[src/rtl/stop_watch_seq.sv]
// stop_watch_seq
//   Turns discrete start / stop / clear commands into the right number of
//   presses of the single stop_watch button. The watch cycles
//   IDLE -> CLEAR -> RUNNING -> IDLE on each press. Every press is confirmed
//   against the mode the watch reports. If the mode does not follow, the
//   command ends in an error pulse. Also captures one lap time on request
//   while the watch is running.
//
// Ports
//   clk          system clock
//   Rst_i        asynchronous active-high reset
//   start_i      command pulse: go to RUNNING
//   stop_i       command pulse: go to IDLE
//   clear_i      command pulse: go to CLEAR (priority clear > stop > start)
//   lap_i        pulse: capture sw_time_i if the watch is RUNNING
//   sw_mode_i    watch mode, one-hot IDLE=100 CLEAR=010 RUNNING=001
//   sw_time_i    watch time
//   button_o     drives the watch button
//   busy_o       command in progress
//   done_o       one-cycle pulse: target mode reached
//   err_o        one-cycle pulse: timeout, unexpected or illegal mode
//   lap_o        last captured time
//   lap_valid_o  lap_o holds a valid capture

module stop_watch_seq #(
    parameter int PRESS_CYCLES  = 1,
    parameter int SETTLE_CYCLES = 2,
    parameter int WAIT_TIMEOUT  = 10
) (
    input  logic       clk,
    input  logic       Rst_i,
    input  logic       start_i,
    input  logic       stop_i,
    input  logic       clear_i,
    input  logic       lap_i,
    input  logic [2:0] sw_mode_i,
    input  logic [4:0] sw_time_i,
    output logic       button_o,
    output logic       busy_o,
    output logic       done_o,
    output logic       err_o,
    output logic [4:0] lap_o,
    output logic       lap_valid_o
);

    localparam logic [2:0] MODE_IDLE  = 3'b100;
    localparam logic [2:0] MODE_CLEAR = 3'b010;
    localparam logic [2:0] MODE_RUN   = 3'b001;

    localparam int CNT_MAX_PS = (PRESS_CYCLES > SETTLE_CYCLES) ? PRESS_CYCLES : SETTLE_CYCLES;
    localparam int CNT_MAX    = (CNT_MAX_PS > WAIT_TIMEOUT) ? CNT_MAX_PS : WAIT_TIMEOUT;
    localparam int CNT_W      = $clog2(CNT_MAX + 1);

    localparam logic [CNT_W-1:0] PRESS_LAST  = CNT_W'(PRESS_CYCLES - 1);
    localparam logic [CNT_W-1:0] SETTLE_LAST = CNT_W'(SETTLE_CYCLES - 1);
    localparam logic [CNT_W-1:0] WAIT_LAST   = CNT_W'(WAIT_TIMEOUT - 1);
    localparam logic [CNT_W-1:0] CNT_ONE     = CNT_W'(1);

    typedef enum logic [2:0] {
        S_READY,
        S_PRESS,
        S_WAIT,
        S_SETTLE,
        S_DONE,
        S_ERROR
    } state_t;

    function automatic logic is_legal(input logic [2:0] m);
        return (m == MODE_IDLE) || (m == MODE_CLEAR) || (m == MODE_RUN);
    endfunction

    // Mode the watch moves to after one press.
    function automatic logic [2:0] next_mode(input logic [2:0] m);
        case (m)
            MODE_IDLE:  return MODE_CLEAR;
            MODE_CLEAR: return MODE_RUN;
            default:    return MODE_IDLE;
        endcase
    endfunction

    // Forward distance from cur to tgt around the three-mode cycle.
    function automatic logic [1:0] press_count(input logic [2:0] cur, input logic [2:0] tgt);
        if (tgt == cur)
            return 2'd0;
        else if (tgt == next_mode(cur))
            return 2'd1;
        else
            return 2'd2;
    endfunction

    state_t           state_q;
    logic [CNT_W-1:0] cnt_q;
    logic [1:0]       presses_q;
    logic [2:0]       tgt_q;
    logic [2:0]       cur_mode_q;
    logic [2:0]       exp_mode_q;
    logic             button_q;
    logic             busy_q;
    logic             done_q;
    logic             err_q;
    logic [4:0]       lap_q;
    logic             lap_valid_q;

    logic             cmd_valid_d;
    logic [2:0]       cmd_tgt_d;
    logic [1:0]       cmd_presses_d;

    always_comb begin
        cmd_valid_d   = clear_i | stop_i | start_i;
        cmd_tgt_d     = MODE_RUN;
        if (clear_i)
            cmd_tgt_d = MODE_CLEAR;
        else if (stop_i)
            cmd_tgt_d = MODE_IDLE;
        cmd_presses_d = press_count(sw_mode_i, cmd_tgt_d);
    end

    always_ff @(posedge clk or posedge Rst_i) begin
        if (Rst_i) begin
            state_q    <= S_READY;
            cnt_q      <= '0;
            presses_q  <= '0;
            tgt_q      <= MODE_IDLE;
            cur_mode_q <= MODE_IDLE;
            exp_mode_q <= MODE_IDLE;
            button_q   <= 1'b0;
            busy_q     <= 1'b0;
            done_q     <= 1'b0;
            err_q      <= 1'b0;
        end else begin
            done_q <= 1'b0;
            err_q  <= 1'b0;
            case (state_q)
                S_READY: begin
                    if (cmd_valid_d) begin
                        tgt_q <= cmd_tgt_d;
                        if (!is_legal(sw_mode_i)) begin
                            // Cannot plan presses from a corrupt mode: report and stay.
                            err_q <= 1'b1;
                        end else if (cmd_presses_d == 2'd0) begin
                            done_q <= 1'b1;
                        end else begin
                            presses_q  <= cmd_presses_d;
                            cur_mode_q <= sw_mode_i;
                            exp_mode_q <= next_mode(sw_mode_i);
                            cnt_q      <= '0;
                            button_q   <= 1'b1;
                            busy_q     <= 1'b1;
                            state_q    <= S_PRESS;
                        end
                    end
                end
                S_PRESS: begin
                    if (cnt_q == PRESS_LAST) begin
                        button_q <= 1'b0;
                        cnt_q    <= '0;
                        state_q  <= S_WAIT;
                    end else begin
                        cnt_q <= cnt_q + CNT_ONE;
                    end
                end
                S_WAIT: begin
                    if (sw_mode_i == exp_mode_q) begin
                        presses_q <= presses_q - 2'd1;
                        cnt_q     <= '0;
                        state_q   <= S_SETTLE;
                    end else if (!is_legal(sw_mode_i) || (sw_mode_i != cur_mode_q)) begin
                        // Watch moved somewhere we did not ask for.
                        err_q   <= 1'b1;
                        state_q <= S_ERROR;
                    end else if (cnt_q == WAIT_LAST) begin
                        err_q   <= 1'b1;
                        state_q <= S_ERROR;
                    end else begin
                        cnt_q <= cnt_q + CNT_ONE;
                    end
                end
                S_SETTLE: begin
                    if (cnt_q == SETTLE_LAST) begin
                        cnt_q <= '0;
                        if (presses_q != 2'd0) begin
                            // The confirmed mode becomes the base for the next press.
                            cur_mode_q <= exp_mode_q;
                            exp_mode_q <= next_mode(exp_mode_q);
                            button_q   <= 1'b1;
                            state_q    <= S_PRESS;
                        end else begin
                            done_q  <= 1'b1;
                            state_q <= S_DONE;
                        end
                    end else begin
                        cnt_q <= cnt_q + CNT_ONE;
                    end
                end
                S_DONE, S_ERROR: begin
                    busy_q  <= 1'b0;
                    state_q <= S_READY;
                end
                default: begin
                    button_q <= 1'b0;
                    busy_q   <= 1'b0;
                    state_q  <= S_READY;
                end
            endcase
        end
    end

    // A completed clear (including the zero-press case) wipes the lap,
    // taking precedence over a capture in the same cycle.
    always_ff @(posedge clk or posedge Rst_i) begin
        if (Rst_i) begin
            lap_q       <= '0;
            lap_valid_q <= 1'b0;
        end else if (done_q && (tgt_q == MODE_CLEAR)) begin
            lap_q       <= '0;
            lap_valid_q <= 1'b0;
        end else if (lap_i && (sw_mode_i == MODE_RUN)) begin
            lap_q       <= sw_time_i;
            lap_valid_q <= 1'b1;
        end
    end

    assign button_o    = button_q;
    assign busy_o      = busy_q;
    assign done_o      = done_q;
    assign err_o       = err_q;
    assign lap_o       = lap_q;
    assign lap_valid_o = lap_valid_q;

endmodule

[config.mk]
export PLATFORM = sky130hd
export DESIGN_NAME = stop_watch_seq
export DESIGN_NICKNAME = d
export VERILOG_FILES = /design/src/rtl/stop_watch_seq.sv
export SDC_FILE = /design/constraint.sdc
export NUM_CORES = 1
export LEC_CHECK = 0
export ABC_AREA = 1
export BUFFER_PORTS_ARGS = -buffer_cell sky130_fd_sc_hd__buf_2
export CELL_PAD_IN_SITES_DETAIL_PLACEMENT = 0
export CELL_PAD_IN_SITES_GLOBAL_PLACEMENT = 1
export CORE_MARGIN = 5
export CORE_UTILIZATION = 37
export CTS_BUF_LIST = sky130_fd_sc_hd__clkbuf_8 sky130_fd_sc_hd__clkbuf_16
export CTS_CLUSTER_SIZE = 16
export DETAILED_ROUTE_END_ITERATION = 10
export GPL_TIMING_DRIVEN = 1
export PLACE_DENSITY_LB_ADDON = 0.1
export SYNTH_ARGS = -nofsm -noshare
export SYNTH_HDL_FRONTEND = slang
export SYNTH_SLANG_ARGS = --single-unit
export TNS_END_PERCENT = 1
[constraint.sdc]
create_clock -name clk -period 1.5 [get_ports clk]
set_input_delay 0.075 -clock clk [delete_from_list [all_inputs] [get_ports clk]]
set_output_delay 0.075 -clock clk [all_outputs]
set_load 0.005 [all_outputs]
==> results of run 1 <==
==> cell families after synthesis <==
group                      share of synthesized area [%]
AOI/OAI and AO/OA                                   12.1
xor gates and xnor gates                            2.50
adders and majority gates                           2.85
buffers and inverters                               8.42
DFF                                                 40.2
and+or+nand+nor                                     34.0
==> cells in the mapped netlist (all sizes together) <==
cell	n	area, µm²
nand4	3	18.8
nor2	16	80.1
nand2	76	328
o22ai	2	12.5
or2	1	8.76
o21a	1	7.51
xor2	2	17.5
a21boi	1	7.51
nor3	1	5.00
dfstp	3	78.8
a21oi	5	25.0
ha	4	50.1
buf	1	20.0
inv	34	128
xnor2	3	26.3
o21ai	29	160
dfrtp	25	626
nand3	28	155
==> per-stage QoR <==
stage	std cells	power (mW)	setup WS (ns)	area [µm²]
5_1_grt	347	5.22	-0.100	2360
3_3_place_gp	338	3.65	-0.0315	2120
6_report	347	4.77	0.00896	2360
4_1_cts	344	4.39	-0.0135	2230
3_5_place_dp	338	3.65	-0.0547	2120
2_1_floorplan	235	2.84	0.0875	1750
==> layer usage <==
layer | routed length, µm | share of wire [%] | up-vias | global-route usage [%]
met3 | 182 | 4.0 | 7 | 3.17
met2 | 2140 | 47 | 27 | 25.3
met1 | 2180 | 48 | 786 | 20.9
met4 | 73 | 1.6 | 0 | 5.67
li1 | - | - | 878 | -
met5 | 0 | 0 | - | 0
==> area by class of cell <==
cell class	count	area, µm²	share of cell area (%)
multi-input combinational	173	1030	43.5
timing repair buffer	54	363	15.4
sequential	28	704	29.8
inverter	34	128	5.41
clock inverter	1	30.0	1.27
clock buffer	3	41.3	1.75
tap	54	67.6	2.86
==> cell usage in the layout (no fill, tap or decap), drive strengths merged, types with 3 or more instances in the layout <==
cell | Yosys | layout
a21oi | 5 | 5
dfstp | 3 | 3
xnor2 | 3 | 3
nand2 | 76 | 77
nand3 | 28 | 28
nand4 | 3 | 3
buf | 1 | 53
inv | 34 | 34
dfrtp | 25 | 25
clkbuf | 0 | 3
nor2 | 16 | 16
ha | 4 | 4
o21ai | 29 | 29
==> worst paths after layout <==
kind / start / end
worst max-delay path: state_q[2] / presses_q[0]
worst min-delay path: sw_time_i[4] / lap_o[4]
worst max register to register: state_q[2] / presses_q[0]
worst min register to register: cur_mode_q[2] / cur_mode_q[2]
max in group asynchronous: Rst_i / tgt_q[2]
min in group asynchronous: Rst_i / state_q[2]
==> timing repair <==
item | 4_1_cts | 5_1_grt
pin swaps | 5 | 17
hold endpoints to repair | 25 | 0
hold buffers | 1 | 0
buffers inserted | 1 | 2
gates cloned | 0 | 1
resized for setup | 2 | 33
endpoints found under the setup margin | 11 | 18
==> critical path: stages, from the launching register on <==
cell and delay [ns]:
dfrtp_1 0.42, nor2_2 0.15, inv_2 0.07, nor2_4 0.18, nand4_1 0.19, nand2_2 0.17, nor2_1 0.08, nand2_1 0.06
o21ai_0 0.06
==> power groups by stage <==
stage / clock [mW] / combinational (mW) / sequential [mW]
CTS: 0.637 / 2.49 / 1.26
floorplan: 0 / 1.56 / 1.28
global route: 0.664 / 3.23 / 1.33
detailed placement: 0 / 2.37 / 1.28
global placement: 0 / 2.38 / 1.27
finish: 0.614 / 2.87 / 1.28
==> state kept, by name (all words and copies together), names as in the netlist <==
name,flops
busy_o,1
button_o,1
cnt_q,4
cur_mode_q,3
done_o,1
err_o,1
exp_mode_q,3
lap_o,5
lap_valid_o,1
presses_q,2
state_q,3
tgt_q,3
==> impl_metrics.yaml, run 1 <==
cts:
  cts.root.buffer_cell: "clkbuf_8"
  numCtsBuffers: 3
  h-tree-depth: 1
  clockBufferDepth: 2
  clkSinkCount: 28
  cts_tree: "done"
  clock_latency_ns: 0.28
  clk_pin_slew_ns: 0.10
power_and_ir_drop:
  peakVddDrop_v: 0.000827
  seqPwrFrac_pct: 26.9
  p_per_area_nw_per_um2: 2020
  combPwrFrac_pct: 60.3
  switching_share_pct: 43.6
  switchingPower_mw: 2.08
  clkPwrFrac_pct: 12.9
  p_leak_nw: 1.20
  intPower_mw: 2.69
setup_path:
  arrival_ns: 1.66
  cp-end-kind: "flip-flop"
  start_kind: "flip-flop"
  r2r_slack_ns: 0.009
  critical_path_class: "flip-flop to flip-flop"
  r2r_cells: 8
  critPathMaxFanout: 5
  required_ns: 1.67
die:
  ioPinCount: 24
  die_x_um: 78.9
  die_area_um2: 6220
  core_area_um2: 4660
  dieHeight_um: 78.9
  rows: 25
  start_util_pct: 37.6
synthesis:
  ys_ff_latch: 28
  syn_nets: 253
  synth.distinct_cells: 26
  synthCells: 235
  ys_seq_area_share_pct: 40.2
  synth_area_um2: 1750
  ys_warn_count: 0
  syn_avg_cell_area_um2: 7.46
place:
  dp_hpwl_um: 3400
  io_buffers: 23
  gp_congestion: 0.861
sta:
  period_share_pct: 99.4
  relSlewSlack_pct: 74.2
  drv_slew: 0
  rsz0062_at_grt: "yes"
  skew_ns: 0.00578
  finalHoldViolCount: 0
  clock.fmax_mhz: 671
  min_period_ns: 1.49
  worstMarginPinSlew_ns: 0.388
  holdWs_ns: 0.0187
  setup_violations: 0
  tns_ns: 0
global_routing:
  grt_pass1_vias: 1627
  groute.usage.overall_pct: 15.7
  grt_start_max_net_pins: 29
  overflow: 0
  antenna_found_initial: 0
  grt_pass1_wl_um: 7700
finish:
  syn_to_final_growth_pct: 34.6
  fillers: 473
  n_antenna_cell: 0
  postLayoutCoreUtil_pct: 50.7
  fin_nets: 312
  drive_gt1_share_pct: 39.6
routing:
  viasPerCell: 4.89
  wl_per_cell_um: 13.2
  vias: 1698
  ant_nets: 0
  drtPass1Iterations: 4
  drt-initial-drc-count: 75
  wl_um: 4570
  route.detailed.drc: 0
run:
  drv_cap: 0
hold_path:
  hp-class: "input port to flip-flop"
  worstHoldPathCells: 3
run_status:
  status: "complete, no violations"
(Power assumes the default switching activity.)
==> run 2: changes to the inputs <==
--- a/config.mk
+++ b/config.mk
@@ -10,12 +10,12 @@
 export CELL_PAD_IN_SITES_DETAIL_PLACEMENT = 0
 export CELL_PAD_IN_SITES_GLOBAL_PLACEMENT = 1
 export CORE_MARGIN = 5
-export CORE_UTILIZATION = 37
-export CTS_BUF_LIST = sky130_fd_sc_hd__clkbuf_8 sky130_fd_sc_hd__clkbuf_16
+export CORE_UTILIZATION = 39
+export CTS_BUF_LIST = sky130_fd_sc_hd__clkbuf_4
 export CTS_CLUSTER_SIZE = 16
 export DETAILED_ROUTE_END_ITERATION = 10
 export GPL_TIMING_DRIVEN = 1
-export PLACE_DENSITY_LB_ADDON = 0.1
+export PLACE_DENSITY = 0.81
 export SYNTH_ARGS = -nofsm -noshare
 export SYNTH_HDL_FRONTEND = slang
 export SYNTH_SLANG_ARGS = --single-unit
==> run 2 against run 1 <==
Final cell count up 0.58%. Utilization up 2.9 points. Sequential cell count unchanged. Clock power down 44%. Sequential share of layout area up 0.37 points. Global-route usage down 1.4 points. Setup slack better by 0.018 ns. Wire length down 9.5%. First-iteration DRC count unchanged. Fmax up 1.3%.
==> impl_metrics.yaml, run 2 (synthesis gave the netlist of run 1 again) <==
finish:
  largest_reg_flops: 5
  fin_nets: 316
  drive_gt1_share_pct: 36.0
  n_antenna_cell: 0
  final_cell_mix: "nand2_1, buf_4, inv_1, dfrtp_1, buf_2"
  instances_no_fill: 349
  final_common_cell: "nand2_1"
  postLayoutCoreUtil_pct: 53.6
  syn_to_final_growth_pct: 33.0
setup_path:
  slowest_stage: "dfstp_2"
  critPathBufInv: 1
  critical_path_class: "flip-flop to flip-flop"
  critPathMaxFanout: 4
  arrival_ns: 1.73
  start_kind: "flip-flop"
  slowest_delay_ns: 0.58
  cp-end-kind: "flip-flop"
  cp_cell_sequence: "nand2_1, nand2_1, nand3_2, nand2_2, buf_4, nand2_1, nor2_2, nand2_1, o21ai_0"
  timing.critical_path.mode_cell: "nand2_1"
  required_ns: 1.75
  cp_top_family: "simple AND/OR/NAND/NOR gates"
routing:
  wl_um: 4140
  drt-initial-drc-count: 75
  vias: 1689
  wl_per_cell_um: 11.9
  viasPerCell: 4.84
  drtPass1Iterations: 5
  route.detailed.drc: 0
  ant_nets: 0
sta:
  worstMarginPinSlew_ns: 0.366
  min_period_ns: 1.47
  tns_ns: 0
  period_share_pct: 98.2
  relSlewSlack_pct: 75.6
  clock.fmax_mhz: 679
  rsz0062_at_grt: "yes"
  skew_ns: 0.0124
  finalHoldViolCount: 0
  holdWs_ns: 0.106
  setup_violations: 0
  drv_slew: 0
die:
  rows: 24
  core_area_um2: 4350
  start_util_pct: 40.3
  ioPinCount: 24
  die_area_um2: 5940
  dieHeight_um: 77.1
  die_x_um: 77.1
cts:
  clock_latency_ns: 0.33
  h-tree-depth: 1
  cts_tree: "done"
  clockBufferDepth: 2
  clk_pin_slew_ns: 0.16
  clkSinkCount: 28
  numCtsBuffers: 3
  cts.root.buffer_cell: "clkbuf_4"
run:
  drv_cap: 0
global_routing:
  antenna_found_initial: 0
  grt_pass1_wl_um: 7020
  groute.usage.overall_pct: 14.3
  overflow: 0
  grt_pass1_vias: 1519
  grt_start_max_net_pins: 29
power_and_ir_drop:
  seqPwrFrac_pct: 29.7
  clkPwrFrac_pct: 8.1
  combPwrFrac_pct: 62.2
  peakVddDrop_v: 0.000583
  p_leak_nw: 1.20
  p_per_area_nw_per_um2: 1830
  switchingPower_mw: 1.93
  intPower_mw: 2.34
  switching_share_pct: 45.2
place:
  io_buffers: 23
  dp_hpwl_um: 3070
  gp_congestion: 0.791
  dp.cells: 330
run_status:
  status: "complete, no violations"
hold_path:
  hp-class: "input port to flip-flop"
run 2: metrics by stage:
step	total power [mW]	area, µm²	worst slack [ns]
finish	4.27	2330	0.0274
floorplan	2.84	1750	0.0875
detailed placement	3.50	2070	-0.0589
global placement	3.48	2070	-0.0366
CTS	4.01	2220	0.000671
global route	4.67	2330	-0.0586
run 2: path summary, 6_finish.rpt:
kind                                     from             to  slack, ns  cells past startpoint
worst max-delay path            exp_mode_q[2]   presses_q[0]       0.03                      9
worst min-delay path                  clear_i       tgt_q[1]       0.11                      3
worst max register to register  exp_mode_q[2]   presses_q[0]       0.03                      9
worst min register to register  exp_mode_q[2]  exp_mode_q[2]       0.48                      2
max in group asynchronous               Rst_i  cur_mode_q[2]       0.86                      4
min in group asynchronous               Rst_i       lap_o[2]       0.34                      4
run 2: final cells by class:
type                    count  area (µm²)
multi-input cells         173        1010
inverters                  34         128
clock buffers               4        30.0
fillers                   410        2020
well taps                  52        65.1
flip-flops and latches     28         704
repair buffers             58         395
run 2: timing repair:
item                                    in CTS  in global routing
hold buffers                                 7                  0
gates resized for setup                      6                 21
buffers inserted                             2                  5
endpoints found under the setup margin       8                 17
endpoints found under the hold margin       31                  0
cloned                                       1                  0
pin swaps                                    2                  9
run 2: layer usage:
metal	global-route usage [%]	share of wire [%]	vias to the layer above
li1	-	-	883
met1	18.9	45	763
met2	23.5	48	37
met3	2.22	4.6	6
met4	5.50	2.4	0
met5	0	0	-
run 2: power by group through the flow:
stage / combinational (mW) / sequential [mW] / clock (mW)
floorplan: 1.56 / 1.28 / 0
global placement: 2.22 / 1.26 / 0
detailed placement: 2.23 / 1.27 / 0
CTS: 2.39 / 1.26 / 0.369
global route: 2.96 / 1.31 / 0.401
finish: 2.65 / 1.27 / 0.345
run 2: tightest hold or removal path, stage by stage:
cell     delay (ns)
buf_2          0.14
inv_1          0.11
o21ai_0        0.09
